**config.mk**
```make
export PLATFORM = sky130hd
export DESIGN_NAME = cdb_arbiter
export DESIGN_NICKNAME = d
export VERILOG_FILES = /design/src/rtl/cdb_arbiter_pkg.sv /design/src/rtl/cdb_fifo.sv /design/src/rtl/cdb_arbiter.sv
export SDC_FILE = /design/constraint.sdc
export NUM_CORES = 1
export LEC_CHECK = 0
export ABC_AREA = 1
export BUFFER_PORTS_ARGS = -buffer_cell sky130_fd_sc_hd__buf_2
export CORE_MARGIN = 2
export CORE_UTILIZATION = 45
export CTS_BUF_LIST = sky130_fd_sc_hd__clkbuf_16
export CTS_CLUSTER_SIZE = 24
export DETAILED_ROUTE_END_ITERATION = 12
export PLACE_DENSITY_LB_ADDON = 0.12
export SLEW_MARGIN = 20
export SYNTH_ARGS = -nofsm -noshare
export SYNTH_HDL_FRONTEND = slang
export SYNTH_SLANG_ARGS = --single-unit
```
**constraint.sdc**
```tcl
create_clock -name clk -period 6.9 [get_ports clk]
set_clock_uncertainty 0.15 [all_clocks]
set_input_delay 1.035 -clock clk [delete_from_list [all_inputs] [get_ports clk]]
set_output_delay 1.035 -clock clk [all_outputs]
set_load 0.01 [all_outputs]
```
**src/rtl/cdb_arbiter_pkg.sv**
```systemverilog
`default_nettype none
// +--------------------------------------------------------------------------+
// | cdb_arbiter_pkg : word layout and channel state constants for the CDB    |
// | rev 1.0                                                                  |
// +--------------------------------------------------------------------------+
package cdb_arbiter_pkg;

  localparam int WORD_W = 64;
  localparam int TAG_HI = 63;
  localparam int TAG_LO = 48;
  localparam int RSV_HI = 47;
  localparam int RSV_LO = 32;
  localparam int VAL_HI = 31;
  localparam int VAL_LO = 0;

  typedef logic [WORD_W-1:0] cdb_word_t;

  localparam logic [1:0] ST_IDLE   = 2'd0;
  localparam logic [1:0] ST_SETUP  = 2'd1;
  localparam logic [1:0] ST_STROBE = 2'd2;

  // A channel handed a word always (re)enters SETUP, even straight out of STROBE.
  function automatic logic [1:0] ch_next(input logic [1:0] st, input logic give);
    if (give) return ST_SETUP;
    if (st == ST_SETUP) return ST_STROBE;
    return ST_IDLE;
  endfunction

endpackage
`default_nettype wire

```
**src/rtl/cdb_fifo.sv**
```systemverilog
`default_nettype none
// +--------------------------------------------------------------------------+
// | cdb_fifo : DEPTH-entry result queue with push, pop, full, empty, head    |
// | rev 1.0                                                                  |
// +--------------------------------------------------------------------------+
module cdb_fifo
  import cdb_arbiter_pkg::*;
#(
  parameter int DEPTH = 4
) (
  input  logic      clk,
  input  logic      rst,
  input  logic      i_push,
  input  cdb_word_t i_push_data,
  input  logic      i_pop,
  output logic      o_full,
  output logic      o_empty,
  output cdb_word_t o_head
);

  localparam int AW = $clog2(DEPTH);

  logic [AW:0] r_wr_ptr;
  logic [AW:0] r_rd_ptr;
  cdb_word_t   r_mem [DEPTH];
  logic        w_do_push;
  logic        w_do_pop;

  // Extra pointer bit distinguishes full from empty when the indices match.
  assign o_empty   = (r_wr_ptr == r_rd_ptr);
  assign o_full    = (r_wr_ptr[AW-1:0] == r_rd_ptr[AW-1:0]) && (r_wr_ptr[AW] != r_rd_ptr[AW]);
  assign w_do_push = i_push && !o_full;
  assign w_do_pop  = i_pop && !o_empty;
  assign o_head    = r_mem[r_rd_ptr[AW-1:0]];

  always_ff @(posedge clk or posedge rst) begin
    if (rst) begin
      r_wr_ptr <= '0;
      r_rd_ptr <= '0;
    end else begin
      if (w_do_push) r_wr_ptr <= r_wr_ptr + 1'b1;
      if (w_do_pop)  r_rd_ptr <= r_rd_ptr + 1'b1;
    end
  end

  always_ff @(posedge clk) begin
    if (w_do_push) r_mem[r_wr_ptr[AW-1:0]] <= i_push_data;
  end

endmodule
`default_nettype wire

```
**src/rtl/cdb_arbiter.sv**
```systemverilog
`default_nettype none
// +--------------------------------------------------------------------------+
// | cdb_arbiter : round-robin FU collector, result queue and CDB strobe FSMs |
// | Define CDB_DUAL_CHANNEL_EN to enable the second channel (data2/write2).  |
// | rev 1.0                                                                  |
// +--------------------------------------------------------------------------+
module cdb_arbiter
  import cdb_arbiter_pkg::*;
#(
  parameter int NUM_FU = 4,
  parameter int DEPTH  = 4
) (
  input  logic                     clk,
  input  logic                     rst,
  input  logic [NUM_FU-1:0]        req_valid,
  input  logic [NUM_FU*WORD_W-1:0] req_data,
  output logic [NUM_FU-1:0]        req_ready,
  output logic [WORD_W-1:0]        data,
  output logic                     write,
  output logic [WORD_W-1:0]        data2,
  output logic                     write2,
  output logic                     busy
);

  localparam int FU_W = (NUM_FU > 1) ? $clog2(NUM_FU) : 1;

  logic [FU_W-1:0] r_ptr;
  logic [FU_W-1:0] w_gidx;
  int              w_idx;
  logic            w_push;
  logic            w_pop;
  logic            w_full;
  logic            w_empty;
  cdb_word_t       w_sel;
  cdb_word_t       w_push_word;
  cdb_word_t       w_head;
  logic [1:0]      r_st1;
  cdb_word_t       r_data1;
  logic            w_give1;
  logic            w_give2;
  logic            w_ch2_idle;

  // Scan from the highest offset down so the nearest requester at/after r_ptr wins.
  always_comb begin
    w_idx  = 0;
    w_gidx = '0;
    for (int k = NUM_FU - 1; k >= 0; k--) begin
      w_idx = int'(r_ptr) + k;
      if (w_idx >= NUM_FU) w_idx = w_idx - NUM_FU;
      if (req_valid[w_idx]) w_gidx = FU_W'(w_idx);
    end
  end

  assign req_ready = (|req_valid && !w_full) ? (NUM_FU'(1) << w_gidx) : '0;
  assign w_push    = |req_ready;

  assign w_sel       = req_data[int'(w_gidx)*WORD_W +: WORD_W];
  assign w_push_word = {w_sel[TAG_HI:TAG_LO], w_sel[RSV_HI:RSV_LO], w_sel[VAL_HI:VAL_LO]};

  always_ff @(posedge clk or posedge rst) begin
    if (rst) begin
      r_ptr <= '0;
    end else if (w_push) begin
      r_ptr <= (int'(w_gidx) == NUM_FU - 1) ? '0 : w_gidx + 1'b1;
    end
  end

  cdb_fifo #(
    .DEPTH (DEPTH)
  ) u_fifo (
    .clk         (clk),
    .rst         (rst),
    .i_push      (w_push),
    .i_push_data (w_push_word),
    .i_pop       (w_pop),
    .o_full      (w_full),
    .o_empty     (w_empty),
    .o_head      (w_head)
  );

  // A channel can take the head unless it is mid-SETUP; channel 1 has priority.
  assign w_give1 = !w_empty && (r_st1 != ST_SETUP);
  assign w_pop   = w_give1 || w_give2;

  always_ff @(posedge clk or posedge rst) begin
    if (rst) begin
      r_st1   <= ST_IDLE;
      r_data1 <= '0;
    end else begin
      r_st1 <= ch_next(r_st1, w_give1);
      if (w_give1) r_data1 <= w_head;
    end
  end

  assign data  = r_data1;
  assign write = (r_st1 == ST_STROBE);

`ifdef CDB_DUAL_CHANNEL_EN
  logic [1:0] r_st2;
  cdb_word_t  r_data2;

  assign w_give2 = !w_empty && !w_give1 && (r_st2 != ST_SETUP);

  always_ff @(posedge clk or posedge rst) begin
    if (rst) begin
      r_st2   <= ST_IDLE;
      r_data2 <= '0;
    end else begin
      r_st2 <= ch_next(r_st2, w_give2);
      if (w_give2) r_data2 <= w_head;
    end
  end

  assign data2      = r_data2;
  assign write2     = (r_st2 == ST_STROBE);
  assign w_ch2_idle = (r_st2 == ST_IDLE);
`else
  assign w_give2    = 1'b0;
  assign data2      = '0;
  assign write2     = 1'b0;
  assign w_ch2_idle = 1'b1;
`endif

  assign busy = !w_empty || (r_st1 != ST_IDLE) || !w_ch2_idle;

endmodule
`default_nettype wire

```
# Yosys cells after proc, flatten, opt, wreduce, memory -nomap -nowiden
# Memory sizes are Yosys's and may differ from the RTL's. A register that Yosys moved wholly into a read port is not among the register bits.
# Cells that the tools add are included.
# op_classes
add_sub_neg	10
mul	0
div_mod_pow	0
n_lt_le_gt_ge	8
n_eq_ne	7
n_shift	2
n_mux	31
bitwise	0
reduce_logical	11
# op_table
operator	n
variable part select 256 x 9 -> 64 bit	1
< comparator 32 x 4 -> 1 bit (second input constant)	4
two-way mux 32 bit	4
two-way mux 2 bit	9
two-way mux 1 bit	13
subtractor 3 x 3 -> 4 bit (second input constant)	3
greater-or-equal comparator 3 bit (second input constant)	3
binary-select mux 1 bit (select 2 bit)	4
OR reduction 4 bit	2
adder 2 x 2 -> 3 bit (second input constant)	2
adder 3 x 1 -> 3 bit (second input constant)	2
logical AND 1 bit	5
equality test 2 x 1 -> 1 bit (second input constant)	2
two-way mux 4 bit	1
<< shifter 1 x 2 -> 4 bit (first input constant)	1
subtractor 2 x 3 -> 4 bit (second input constant)	1
adder 2 x 1 -> 3 bit (second input constant)	1
equality test 3 bit	1
greater-or-equal comparator 2 x 3 -> 1 bit (second input constant)	1
adder 2 x 1 -> 2 bit (second input constant)	1
equality test 2 bit	1
equality test 2 bit (second input constant)	1
zero test 1 bit	2
!= test 2 x 1 -> 1 bit (second input constant)	1
other kinds (3)	3
# totals
ff_bits	10
latchBits	0
mem_bits_rw	256
rom_bits	0
in_bits	262
memories	1
# mem_list
memory	words	width	read_ports	rd_ports_with_merged_regs	wr	line_no	text
u_fifo.r_mem	4	64	1	1	1	cdb_fifo.sv:25	cdb_word_t r_mem [DEPTH];

# Longest topological paths before layout
# Gate-level depths: netlist of the first run.
# depth
depth_word	16
mapped_depth	16

# Modules after synthesis
# A second synthesis of the first run with hierarchy kept.
# unflattened
hier_cells	1733
hier_area_um2	16153.0
# modules_own_cells
module	n_inst	cells_per_inst	area_per_inst_um2
cdb_fifo	1	682	9939.5
cdb_arbiter	1	1051	6213.5

# Worst setup path before layout of the first run
# No wires, ideal clock.
# synth_path
path_type	input-to-reg
startpoint	input port req_valid[3]
endpoint	memory u_fifo.r_mem[0][0] (netlist name), enable pin
setup_time_ns	0.486
t_arrival_ns	5.145
slack_ns	1.119
stages	15
path_buffers	2
cell_sequence	inv_1 -> o21ai_1 -> nand2_1 -> nand3_1 -> nand2_1 -> nand2_1 -> nand2_2 -> inv_2 -> buf_6 -> buf_2 -> ha_1 -> o21ai_2 -> nand2_1 -> inv_2 -> nor2_1
# synth_via
elab_chain_cells	13
elab_cells_between_ends	24
# synth_rtl
element	line_no	text
start, declared	cdb_arbiter.sv:15	input logic [NUM_FU-1:0] req_valid,
binary-select mux 1 bit (select 2 bit)	cdb_arbiter.sv:50	if (req_valid[w_idx]) w_gidx = FU_W'(w_idx);
two-way mux 1 bit (not written as such) (2 in series)	cdb_arbiter.sv:50	
two-way mux 2 bit (4 in series)	cdb_arbiter.sv:50	
<< shifter 1 x 2 -> 4 bit	cdb_arbiter.sv:54	assign req_ready = (|req_valid && !w_full) ? (NUM_FU'(1) << w_gidx) : '0;
two-way mux 4 bit (*)	cdb_arbiter.sv:54	
OR reduction 4 bit (*)	cdb_arbiter.sv:55	assign w_push = |req_ready;
logical AND 1 bit (*)	cdb_fifo.sv:32	assign w_do_push = i_push && !o_full;
two-way mux 1 bit (*)	cdb_fifo.sv:47	if (w_do_push) r_mem[r_wr_ptr[AW-1:0]] <= i_push_data;
two-way mux 1 bit (not written as such) (*)	cdb_fifo.sv:47	
end, declared	cdb_fifo.sv:25	
# Mark *: on every way between the ends. The rest lies on a longest branch, timed or not. The select of a mux whose other input is x is not followed.

# Final worst setup path of the first run
# layout_path
startpoint	input port req_valid[1]
endpoint	memory u_fifo.r_mem[3][59] (netlist name), enable pin
# The elaborated chain is that of the path after synthesis.

==> flow_summary.html, run 1 <==
<table>
<tr><th>Metric</th><th>Value</th></tr>
<tr><th colspan="2">Floorplan</th></tr>
<tr><td>Starting Density</td><td>45.6%</td></tr>
<tr><td>Die span in y</td><td>191 um</td></tr>
<tr><td>CORE AREA</td><td>34500 um2</td></tr>
<tr><td>Die ar.</td><td>36500 um2</td></tr>
<tr><td>I/O pins</td><td>397</td></tr>
<tr><td>Cell Rows</td><td>68</td></tr>
<tr><td>Die X-Extent</td><td>191 um</td></tr>
<tr><th colspan="2">Logic synthesis</th></tr>
<tr><td>Flops &amp; latches, synth</td><td>330</td></tr>
<tr><td>Post-Syn Area</td><td>15800 um2</td></tr>
<tr><td>Cell variety after synth</td><td>26</td></tr>
<tr><td>Count of yosys warnings during synthesis</td><td>0</td></tr>
<tr><td>Syn_area_per_cell</td><td>8.95 um2</td></tr>
<tr><td>Most numerous cell types in the synthesized netlist</td><td>nand2_1, nor2_1, edfxtp_1, inv_1, o21ai_0</td></tr>
<tr><td>Library cell with the highest instance count after synthesis</td><td>nand2_1</td></tr>
<tr><td>Dominant cell type by area after synthesis</td><td>edfxtp_1</td></tr>
<tr><td>Synth top area cells</td><td>edfxtp_1, dfrtp_1, nand2_1</td></tr>
<tr><td>Synth Flop Type</td><td>edfxtp_1</td></tr>
<tr><td>Register area share after synthesis</td><td>60.5%</td></tr>
<tr><td>Number of enable-type register cells in the synthesized netlist</td><td>256</td></tr>
<tr><td>Share of flip-flops with an asynchronous set or reset after synthesis</td><td>22.4%</td></tr>
<tr><td>Top-area cell type share of the netlist area</td><td>48.8%</td></tr>
<tr><td>Cells after synthesis</td><td>1762</td></tr>
<tr><th colspan="2">Setup path</th></tr>
<tr><td>Data arrival time of the critical path</td><td>4.37 ns</td></tr>
<tr><td>Slowest stage delay, CP</td><td>0.75 ns</td></tr>
<tr><td>Slack of the worst reg-to-reg path</td><td>2.64 ns</td></tr>
<tr><td>Critical Path, Cell by Cell</td><td>buf_2, inv_1, nand2_1, nand3_1, inv_1, nor2_1, nand2_1, nand2_1, nand2_4, inv_2, buf_4, ha_1, o21ai_2, nand2_1, inv_2, nor2_4, buf_12</td></tr>
<tr><td>Required time of the worst setup path</td><td>6.94 ns</td></tr>
<tr><td>Kind of critical path</td><td>input pin to flop</td></tr>
<tr><td>Most frequent CP cell</td><td>nand2_1</td></tr>
<tr><td>Kind of end point of the critical path</td><td>flop</td></tr>
<tr><td>Slowest cell on crit path</td><td>nor2_4</td></tr>
<tr><td>Crit-path max FO</td><td>66</td></tr>
<tr><td>Critical Path Source Type</td><td>input pin</td></tr>
<tr><th colspan="2">Clock network</th></tr>
<tr><td>Gates resized, CTS repair</td><td>0</td></tr>
<tr><td>Clock latency on the worst-skew pair</td><td>0.53 ns</td></tr>
<tr><td>Clk sinks</td><td>330</td></tr>
<tr><td>Clock-pin slew on the worst setup and hold paths</td><td>0.06 ns</td></tr>
<tr><td>Number of buffers inserted during clock tree synthesis</td><td>35</td></tr>
<tr><td>Total number of H-tree levels</td><td>2</td></tr>
<tr><td>Maximum clock insertion buffer count</td><td>3</td></tr>
<tr><td>CTS root buffer</td><td>clkbuf_16</td></tr>
<tr><td>Number of hold buffers added after cts</td><td>0</td></tr>
<tr><td>TritonCTS clock tree</td><td>done</td></tr>
<tr><td>Buffers inserted during post-CTS setup optimization</td><td>0</td></tr>
<tr><th colspan="2">STA</th></tr>
<tr><td>Total negative slack for setup checks</td><td>0 ns</td></tr>
<tr><td>Worst-case headroom to the max-slew limit</td><td>34.6%</td></tr>
<tr><td>Final critical path time including I/O delays and setup</td><td>4.32 ns</td></tr>
<tr><td>Unrepaired setup endpoints after global routing</td><td>false</td></tr>
<tr><td>Actual slew at the worst max-slew pin</td><td>0.982 ns</td></tr>
<tr><td>Final period util</td><td>62.7%</td></tr>
<tr><td>Hold violation count in the final report</td><td>0</td></tr>
<tr><td>Maximum achievable frequency</td><td>231 MHz</td></tr>
<tr><td>Final slew viol count</td><td>0</td></tr>
<tr><td>Final count of negative-setup-slack endpoints</td><td>0</td></tr>
<tr><th colspan="2">Placed design</th></tr>
<tr><td>Count of input and output buffers</td><td>331</td></tr>
<tr><td>DP Wirelength</td><td>25300 um</td></tr>
<tr><td>Final GP Congestion</td><td>0.774</td></tr>
<tr><th colspan="2">Detailed routing</th></tr>
<tr><td>Number of routed nets with antenna violations</td><td>0</td></tr>
<tr><td>Vias per cell</td><td>4.86</td></tr>
<tr><td>Post-detailed-routing wire length</td><td>40300 um</td></tr>
<tr><td>Number of detailed-routing iterations run before antenna repair</td><td>5</td></tr>
<tr><td>Initial drt markers</td><td>730</td></tr>
<tr><td>DRC viols</td><td>0</td></tr>
<tr><td>Total via count in the routed design</td><td>12300</td></tr>
<tr><td>Routed wirelength normalized by instance count</td><td>15.9 um</td></tr>
<tr><th colspan="2">Outcome</th></tr>
<tr><td>Status</td><td>complete, no violations</td></tr>
<tr><th colspan="2">Pwr</th></tr>
<tr><td>Highest ir drop seen on vdd</td><td>0.369 mV</td></tr>
<tr><td>Post-layout power</td><td>11.6 mW</td></tr>
<tr><td>Internal power</td><td>6.58 mW</td></tr>
<tr><td>Proportion of power drawn by the clock network</td><td>14.8%</td></tr>
<tr><td>Power per unit of standard cell area</td><td>626 nW/um2</td></tr>
<tr><td>Share of power burned in combinational logic</td><td>45.6%</td></tr>
<tr><td>Net Sw Power</td><td>5.04 mW</td></tr>
<tr><td>Pleak</td><td>8.64 nW</td></tr>
<tr><td>Switching share of total power</td><td>43.4%</td></tr>
<tr><td>Share of total power in sequential cells</td><td>39.6%</td></tr>
<tr><th colspan="2">GRT</th></tr>
<tr><td>Global route total overflow</td><td>0</td></tr>
<tr><td>Vias in the first global route</td><td>11500</td></tr>
<tr><td>Initial antenna violation count</td><td>3</td></tr>
<tr><td>Tot GR Track Use</td><td>21.7%</td></tr>
<tr><td>Largest net degree at the start of global routing</td><td>130</td></tr>
<tr><td>First-pass GRT wire length</td><td>61100 um</td></tr>
<tr><th colspan="2">Final layout</th></tr>
<tr><td>Fill cells</td><td>3190</td></tr>
<tr><td>Seq. cell area</td><td>9550 um2</td></tr>
<tr><td>Area overhead of the layout relative to synthesis</td><td>17.8%</td></tr>
<tr><td>Layout cell share with drive strength beyond 1</td><td>19.8%</td></tr>
<tr><td>Multi-input gate area in the final layout</td><td>4970 um2</td></tr>
<tr><td>Layout Nets</td><td>2311</td></tr>
<tr><th colspan="2">Job</th></tr>
<tr><td>Maxcap violations</td><td>0</td></tr>
<tr><th colspan="2">Hold path</th></tr>
<tr><td>Path class of the lowest-slack min-delay path</td><td>input pin to async pin</td></tr>
</table>
-- metal layers --
| layer | part of all wire, % | up-vias | wire length, um | global-route usage (%) |
|---|---|---|---|---|
| met2 | 50 | 353 | 20000 | 38.7 |
| met5 | 0 | - | 0 | 0 |
| met3 | 5.5 | 58 | 2220 | 3.62 |
| li1 | - | 6121 | - | - |
| met4 | 2.5 | 0 | 1020 | 6.48 |
| met1 | 42 | 5749 | 17100 | 27.0 |
-- power by group through the flow --
stage	clock, mW	combinational [mW]	sequential, mW
after floorplan	0	3.74	4.56
after global placement	0	5.31	4.62
after detailed placement	0	5.39	4.64
after CTS	1.76	5.41	4.60
after global routing	1.84	6.04	4.71
final	1.72	5.30	4.60
-- stage by stage --
stage	setup WS (ns)	instance area, um2	utilization (%)	instances	hold slack [ns]
after floorplan	1.12	16000	-	1826	0.262
after global placement	2.08	17500	50.7	2461	0.278
after detailed placement	2.01	17500	50.7	2461	0.282
after CTS	2.54	18600	53.7	2524	0.291
after global routing	2.25	18600	53.7	2526	0.301
final	2.58	18600	53.7	2526	0.290
-- flip-flops by register name (all words and copies together) (netlist names) --
| signal | flops |
|---|---|
| data | 64 |
| r_ptr | 2 |
| r_st1 | 2 |
| u_fifo.r_mem | 256 |
| u_fifo.r_rd_ptr | 3 |
| u_fifo.r_wr_ptr | 3 |
-- critical path, delay by kind of cell --
family	cells	cell delay, ns
AOI/OAI and AO/OA	1	0.11
adders and majority gates	1	0.32
and+or+nand+nor	8	1.46
buffers and inverters	7	1.40
-- kinds of logic after synthesis --
group / share of synthesized area (%)
buffers and inverters: 9.72
AOI/OAI and AO/OA: 6.75
other: 0.0238
xor gates and xnor gates: 0.333
DFF: 60.5
adders and majority gates: 0.476
and+or+nand+nor: 22.2
-- path summary, 6_finish.rpt --
kind / startpoint / endpoint / depth (start not counted)
setup reg to reg: r_ptr[0]$_DFFE_PP0N_ / u_fifo.r_mem[3][59]$_DFFE_PP_ / 16
max in group asynchronous: rst / u_fifo.r_rd_ptr[0]$_DFFE_PP0P_ / 3
setup / recovery: req_valid[1] / u_fifo.r_mem[3][59]$_DFFE_PP_ / 17
min in group clk: r_st1[1]$_DFF_PP0_ / r_st1[1]$_DFF_PP0_ / 1
hold reg to reg: r_st1[1]$_DFF_PP0_ / r_st1[1]$_DFF_PP0_ / 1
hold / removal: rst / data[11]$_DFFE_PP0P_ / 2
-- cell usage in the layout (no fill, tap or decap) --
master / count
a31oi_1: 64
nand3_2: 1
dfrtp_4: 2
clkinv_8: 1
dfrtp_1: 72
nor2_1: 327
xnor2_1: 4
nand2_1: 487
xor2_1: 2
ha_1: 6
bufinv_16: 1
inv_4: 3
clkbuf_16: 36
clkinv_1: 7
nand3b_1: 1
nor2_4: 4
buf_12: 4
diode_2: 2
nand4_1: 1
inv_2: 5
conb_1: 65
inv_6: 2
edfxtp_1: 256
nand2_4: 2
o21ai_1: 1
a21oi_1: 1
clkinv_2: 5
nand3_1: 78
o21ai_0: 129
inv_1: 159
o21ai_2: 1
clkinvlp_4: 2
buf_4: 9
buf_2: 331
-- layout make-up --
class / count / area share [%]
inverters: 158 / 3.27
diodes: 2 / 0.0270
clock buffers: 36 / 4.85
well taps: 455 / 3.07
clock inverters: 27 / 0.849
multi-input cells: 1174 / 26.8
repair buffers: 344 / 9.72
flip-flops and latches: 330 / 51.4
Power figures use the tool's default switching activity.
==> run 2, diff against run 1 <==
--- a/config.mk
+++ b/config.mk
@@ -5,7 +5,7 @@
 export SDC_FILE = /design/constraint.sdc
 export NUM_CORES = 1
 export LEC_CHECK = 0
-export ABC_AREA = 1
+export ABC_AREA = 0
 export BUFFER_PORTS_ARGS = -buffer_cell sky130_fd_sc_hd__buf_2
 export CORE_MARGIN = 2
 export CORE_UTILIZATION = 45
==> constraint.sdc (replaced) <==
create_clock -name clk -period 3.9 [get_ports clk]
set_clock_uncertainty 0.15 [all_clocks]
set_input_delay 0.585 -clock clk [delete_from_list [all_inputs] [get_ports clk]]
set_output_delay 0.585 -clock clk [all_outputs]
set_load 0.01 [all_outputs]
==> run 2 against run 1 <==
Compared with the run above: count of clock-buffer cells in the layout shrank 1; global-route usage shrank 4.9 points; flip-flop and latch count is the same; first-iteration DRC count shrank 52%; routed wire length shrank 27%; final cell count shrank 36%; largest power group is now registers; critical endpoint is now req_ready[3]; synthesized cell count shrank 54%.
==> flow_summary.html, run 2 <==
<table>
<tr><th>Metric</th><th>Value</th></tr>
<tr><th colspan="2">Outcome</th></tr>
<tr><td>Status</td><td>complete, no violations (unchanged)</td></tr>
<tr><th colspan="2">Setup path</th></tr>
<tr><td>Worst-case reg-to-reg path depth</td><td>9 (was 16)</td></tr>
<tr><td>Data arrival time of the critical path</td><td>2.31 ns (was 4.37 ns)</td></tr>
<tr><td>Kind of critical path</td><td>flop to primary output (was input pin to flop)</td></tr>
<tr><td>Crit-path max FO</td><td>34 (was 66)</td></tr>
<tr><td>Critical Path Source Type</td><td>flop (was input pin)</td></tr>
<tr><td>Kind of end point of the critical path</td><td>primary output (was flop)</td></tr>
<tr><td>Required time of the worst setup path</td><td>3.16 ns (was 6.94 ns)</td></tr>
<tr><th colspan="2">Logic synthesis</th></tr>
<tr><td>Share of flip-flops with an asynchronous set or reset after synthesis</td><td>22.4% (unchanged)</td></tr>
<tr><td>Xor/xnor share of the synthesized area</td><td>0.412% (was 0.333%)</td></tr>
<tr><td>Cell variety after synth</td><td>34 (was 26)</td></tr>
<tr><td>Library cell with the highest instance count after synthesis</td><td>edfxtp_1 (was nand2_1)</td></tr>
<tr><td>Most numerous cell types in the synthesized netlist</td><td>edfxtp_1, mux2i_1, dfrtp_1, buf_4, mux4_2 (was nand2_1, nor2_1, edfxtp_1, inv_1, o21ai_0)</td></tr>
<tr><td>Register area share after synthesis</td><td>64.1% (was 60.5%)</td></tr>
<tr><td>Top-area cell type share of the netlist area</td><td>51.7% (was 48.8%)</td></tr>
<tr><td>Proportion of synthesized area in mux cells</td><td>27.7% (was 0%)</td></tr>
<tr><td>Fraction of the mapped netlist area in simple logic gates</td><td>0.841% (was 22.2%)</td></tr>
<tr><td>Cells after synthesis</td><td>815 (was 1762)</td></tr>
<tr><td>Compound-Gate Fraction of Synth Area</td><td>0.740% (was 6.75%)</td></tr>
<tr><td>Post-Syn Area</td><td>14900 um2 (was 15800 um2)</td></tr>
<tr><td>Number of enable-type register cells in the synthesized netlist</td><td>256 (unchanged)</td></tr>
<tr><td>Synth top area cells</td><td>edfxtp_1, mux2i_1, dfrtp_1 (was edfxtp_1, dfrtp_1, nand2_1)</td></tr>
<tr><td>Dominant cell type by area after synthesis</td><td>edfxtp_1 (unchanged)</td></tr>
<tr><td>Count of yosys warnings during synthesis</td><td>0 (unchanged)</td></tr>
<tr><td>Post-synthesis adder-cell area fraction</td><td>0.505% (was 0.476%)</td></tr>
<tr><td>Flops &amp; latches, synth</td><td>330 (unchanged)</td></tr>
<tr><td>Dominant combinational cell family by area after synthesis</td><td>multiplexers (was simple AND/OR/NAND/NOR gates)</td></tr>
<tr><td>Syn_area_per_cell</td><td>18.3 um2 (was 8.95 um2)</td></tr>
<tr><td>Synth Flop Type</td><td>edfxtp_1 (unchanged)</td></tr>
<tr><th colspan="2">GRT</th></tr>
<tr><td>Vias in the first global route</td><td>7932 (was 11500)</td></tr>
<tr><td>Tot GR Track Use</td><td>16.8% (was 21.7%)</td></tr>
<tr><td>Global route total overflow</td><td>0 (unchanged)</td></tr>
<tr><td>First-pass GRT wire length</td><td>44100 um (was 61100 um)</td></tr>
<tr><td>Initial antenna violation count</td><td>0 (was 3)</td></tr>
<tr><td>Largest net degree at the start of global routing</td><td>69 (was 130)</td></tr>
<tr><th colspan="2">Clock network</th></tr>
<tr><td>Clock latency on the worst-skew pair</td><td>0.52 ns (was 0.53 ns)</td></tr>
<tr><td>Number of hold buffers added after cts</td><td>0 (unchanged)</td></tr>
<tr><td>Gates resized, CTS repair</td><td>0 (unchanged)</td></tr>
<tr><td>Total number of H-tree levels</td><td>2 (unchanged)</td></tr>
<tr><td>Clock-pin slew on the worst setup and hold paths</td><td>0.06 ns (about the same)</td></tr>
<tr><td>Number of buffers inserted during clock tree synthesis</td><td>34 (was 35)</td></tr>
<tr><td>TritonCTS clock tree</td><td>done (unchanged)</td></tr>
<tr><td>Maximum clock insertion buffer count</td><td>3 (unchanged)</td></tr>
<tr><td>CTS root buffer</td><td>clkbuf_16 (unchanged)</td></tr>
<tr><td>Buffers inserted during post-CTS setup optimization</td><td>0 (unchanged)</td></tr>
<tr><td>Clk sinks</td><td>330 (unchanged)</td></tr>
<tr><th colspan="2">Job</th></tr>
<tr><td>Maxcap violations</td><td>0 (unchanged)</td></tr>
<tr><th colspan="2">STA</th></tr>
<tr><td>Final worst hold slack</td><td>0.0799 ns (was 0.290 ns)</td></tr>
<tr><td>Maximum achievable frequency</td><td>329 MHz</td></tr>
<tr><td>Final critical path time including I/O delays and setup</td><td>3.04 ns</td></tr>
<tr><td>Total negative slack for setup checks</td><td>0 ns (unchanged)</td></tr>
<tr><td>Worst-case headroom to the max-slew limit</td><td>33.6% (was 34.6%)</td></tr>
<tr><td>Final count of negative-setup-slack endpoints</td><td>0 (unchanged)</td></tr>
<tr><td>Actual slew at the worst max-slew pin</td><td>0.995 ns (was 0.982 ns)</td></tr>
<tr><td>Hold violation count in the final report</td><td>0 (unchanged)</td></tr>
<tr><td>Final period util</td><td>78.0%</td></tr>
<tr><td>Final slew viol count</td><td>0 (unchanged)</td></tr>
<tr><td>Unrepaired setup endpoints after global routing</td><td>false (unchanged)</td></tr>
<tr><th colspan="2">Placed design</th></tr>
<tr><td>Count of input and output buffers</td><td>331 (unchanged)</td></tr>
<tr><td>DP Area</td><td>16800 um2 (was 17500 um2)</td></tr>
<tr><td>DP Wirelength</td><td>19600 um (was 25300 um)</td></tr>
<tr><td>Final GP Congestion</td><td>0.700 (was 0.774)</td></tr>
<tr><th colspan="2">Pwr</th></tr>
<tr><td>Power per unit of standard cell area</td><td>852 nW/um2 (was 626 nW/um2)</td></tr>
<tr><td>Highest ir drop seen on vdd</td><td>0.407 mV (was 0.369 mV)</td></tr>
<tr><td>Pleak</td><td>7.40 nW (was 8.64 nW)</td></tr>
<tr><td>Post-layout power</td><td>15.2 mW (was 11.6 mW)</td></tr>
<tr><th colspan="2">Floorplan</th></tr>
<tr><td>Die span in y</td><td>186 um (was 191 um)</td></tr>
<tr><td>I/O pins</td><td>397 (unchanged)</td></tr>
<tr><td>Cell Rows</td><td>66 (was 68)</td></tr>
<tr><td>Die X-Extent</td><td>186 um (was 191 um)</td></tr>
<tr><td>CORE AREA</td><td>32500 um2 (was 34500 um2)</td></tr>
<tr><td>Starting Density</td><td>45.7% (was 45.6%)</td></tr>
<tr><td>Die ar.</td><td>34500 um2 (was 36500 um2)</td></tr>
<tr><th colspan="2">Final layout</th></tr>
<tr><td>Max FFs per register</td><td>256 (unchanged)</td></tr>
<tr><td>Layout cell share with drive strength beyond 1</td><td>44.4% (was 19.8%)</td></tr>
<tr><td>Layout Nets</td><td>1424 (was 2311)</td></tr>
<tr><td>Leading cell type in the layout, fill and taps excluded</td><td>buf_2 (was nand2_1)</td></tr>
<tr><td>Fill cells</td><td>2706 (was 3190)</td></tr>
<tr><td>Layout Cell Area excl Fill</td><td>17800 um2 (was 18600 um2)</td></tr>
<tr><td>Seq. cell area</td><td>9550 um2 (unchanged)</td></tr>
<tr><td>Count of inserted antenna diode cells</td><td>0 (was 2)</td></tr>
<tr><td>Multi-input gate area in the final layout</td><td>4750 um2 (was 4970 um2)</td></tr>
<tr><td>Commonest cells after routing, fill and taps aside</td><td>buf_2, edfxtp_1, mux2i_1 (was nand2_1, buf_2, nor2_1)</td></tr>
<tr><td>Area overhead of the layout relative to synthesis</td><td>19.9% (was 17.8%)</td></tr>
<tr><th colspan="2">Detailed routing</th></tr>
<tr><td>Total via count in the routed design</td><td>8067 (was 12300)</td></tr>
<tr><td>Post-detailed-routing wire length</td><td>29500 um (was 40300 um)</td></tr>
<tr><td>Number of detailed-routing iterations run before antenna repair</td><td>6 (was 5)</td></tr>
<tr><td>Number of routed nets with antenna violations</td><td>0 (unchanged)</td></tr>
<tr><td>DRC viols</td><td>0 (unchanged)</td></tr>
<tr><td>Routed wirelength normalized by instance count</td><td>18.2 um (was 15.9 um)</td></tr>
<tr><td>Vias per cell</td><td>4.97 (was 4.86)</td></tr>
<tr><td>Initial drt markers</td><td>349 (was 730)</td></tr>
<tr><th colspan="2">Hold path</th></tr>
<tr><td>Path class of the lowest-slack min-delay path</td><td>input pin to async pin (unchanged)</td></tr>
</table>
==> run 2: cell count changes after synthesis, sizes merged, moves of 4 or more <==
cell	previous run	this run
mux2i	0	193
nor2b	0	4
mux2	0	66
inv	157	8
nor2	331	6
nand3	79	0
o21ai	131	0
nand2	489	3
mux4	0	64
clkbuf	49	5
buf	115	103
a31oi	64	2
==> run 2: cell type report <==
type | instances | share of cell area (%)
flip-flops and latches | 330 | 53.6
well taps | 442 | 3.10
clock inverters | 25 | 0.877
inverters | 8 | 0.211
clock buffers | 35 | 4.91
multi-input cells | 433 | 26.7
repair buffers | 349 | 10.7
==> run 2: critical path, stage by stage (launching register included) <==
cell and delay, ns:
dfrtp_1 0.40, nand2b_1 0.16, a21oi_1 0.19, a211o_4 0.16, buf_4 0.47, nand2b_1 0.22, nor2_1 0.05, buf_2 0.15
==> run 2: through the flow <==
stage | setup slack [ns] | utilization (%) | cells
after floorplan | 0.479 | - | 879
after global placement | 0.936 | 51.6 | 1562
after detailed placement | 0.931 | 51.6 | 1562
after CTS | 0.804 | 54.8 | 1622
after global routing | 0.680 | 54.8 | 1622
final | 0.860 | 54.8 | 1622
==> run 2: final timing paths <==
check                                      from                            end  slack (ns)
min in group clk           data[15]$_DFFE_PP0P_           data[15]$_DFFE_PP0P_        0.33
max in group asynchronous                   rst           data[53]$_DFFE_PP0P_        2.81
max                        r_ptr[0]$_DFFE_PP0N_                   req_ready[3]        0.86
min reg2reg                data[15]$_DFFE_PP0P_           data[15]$_DFFE_PP0P_        0.33
min                                         rst           data[33]$_DFFE_PP0P_        0.08
max reg2reg                r_ptr[0]$_DFFE_PP0N_  u_fifo.r_mem[1][61]$_DFFE_PP_        1.28
==> run 2: metal layers <==
metal | wire (um) | share of wire, % | GRT usage (%) | vias up
met5 | 0 | 0 | 0 | -
met4 | 440 | 1.5 | 4.06 | 0
met3 | 1840 | 6.2 | 3.40 | 37
met2 | 14900 | 50 | 29.3 | 284
met1 | 12400 | 42 | 21.7 | 4001
li1 | - | - | - | 3745
==> run 2: power by group <==
part / total, mW / leakage (nW) / switching (mW) / internal [mW]
clock network: 2.98 / 0.535 / 1.28 / 1.70
registers: 6.46 / 3.23 / 0.462 / 6.00
logic: 5.75 / 3.64 / 3.12 / 2.64
==> run 2: cells by family (layout without fill, tap and decap cells) <==
family | count (synthesis) | count (layout)
other | 1 | 65
buffers and inverters | 116 | 417
xor gates and xnor gates | 7 | 7
and+or+nand+nor | 22 | 22
adders and majority gates | 6 | 6
muxes | 323 | 323
AOI/OAI and AO/OA | 10 | 10
DFF | 330 | 330
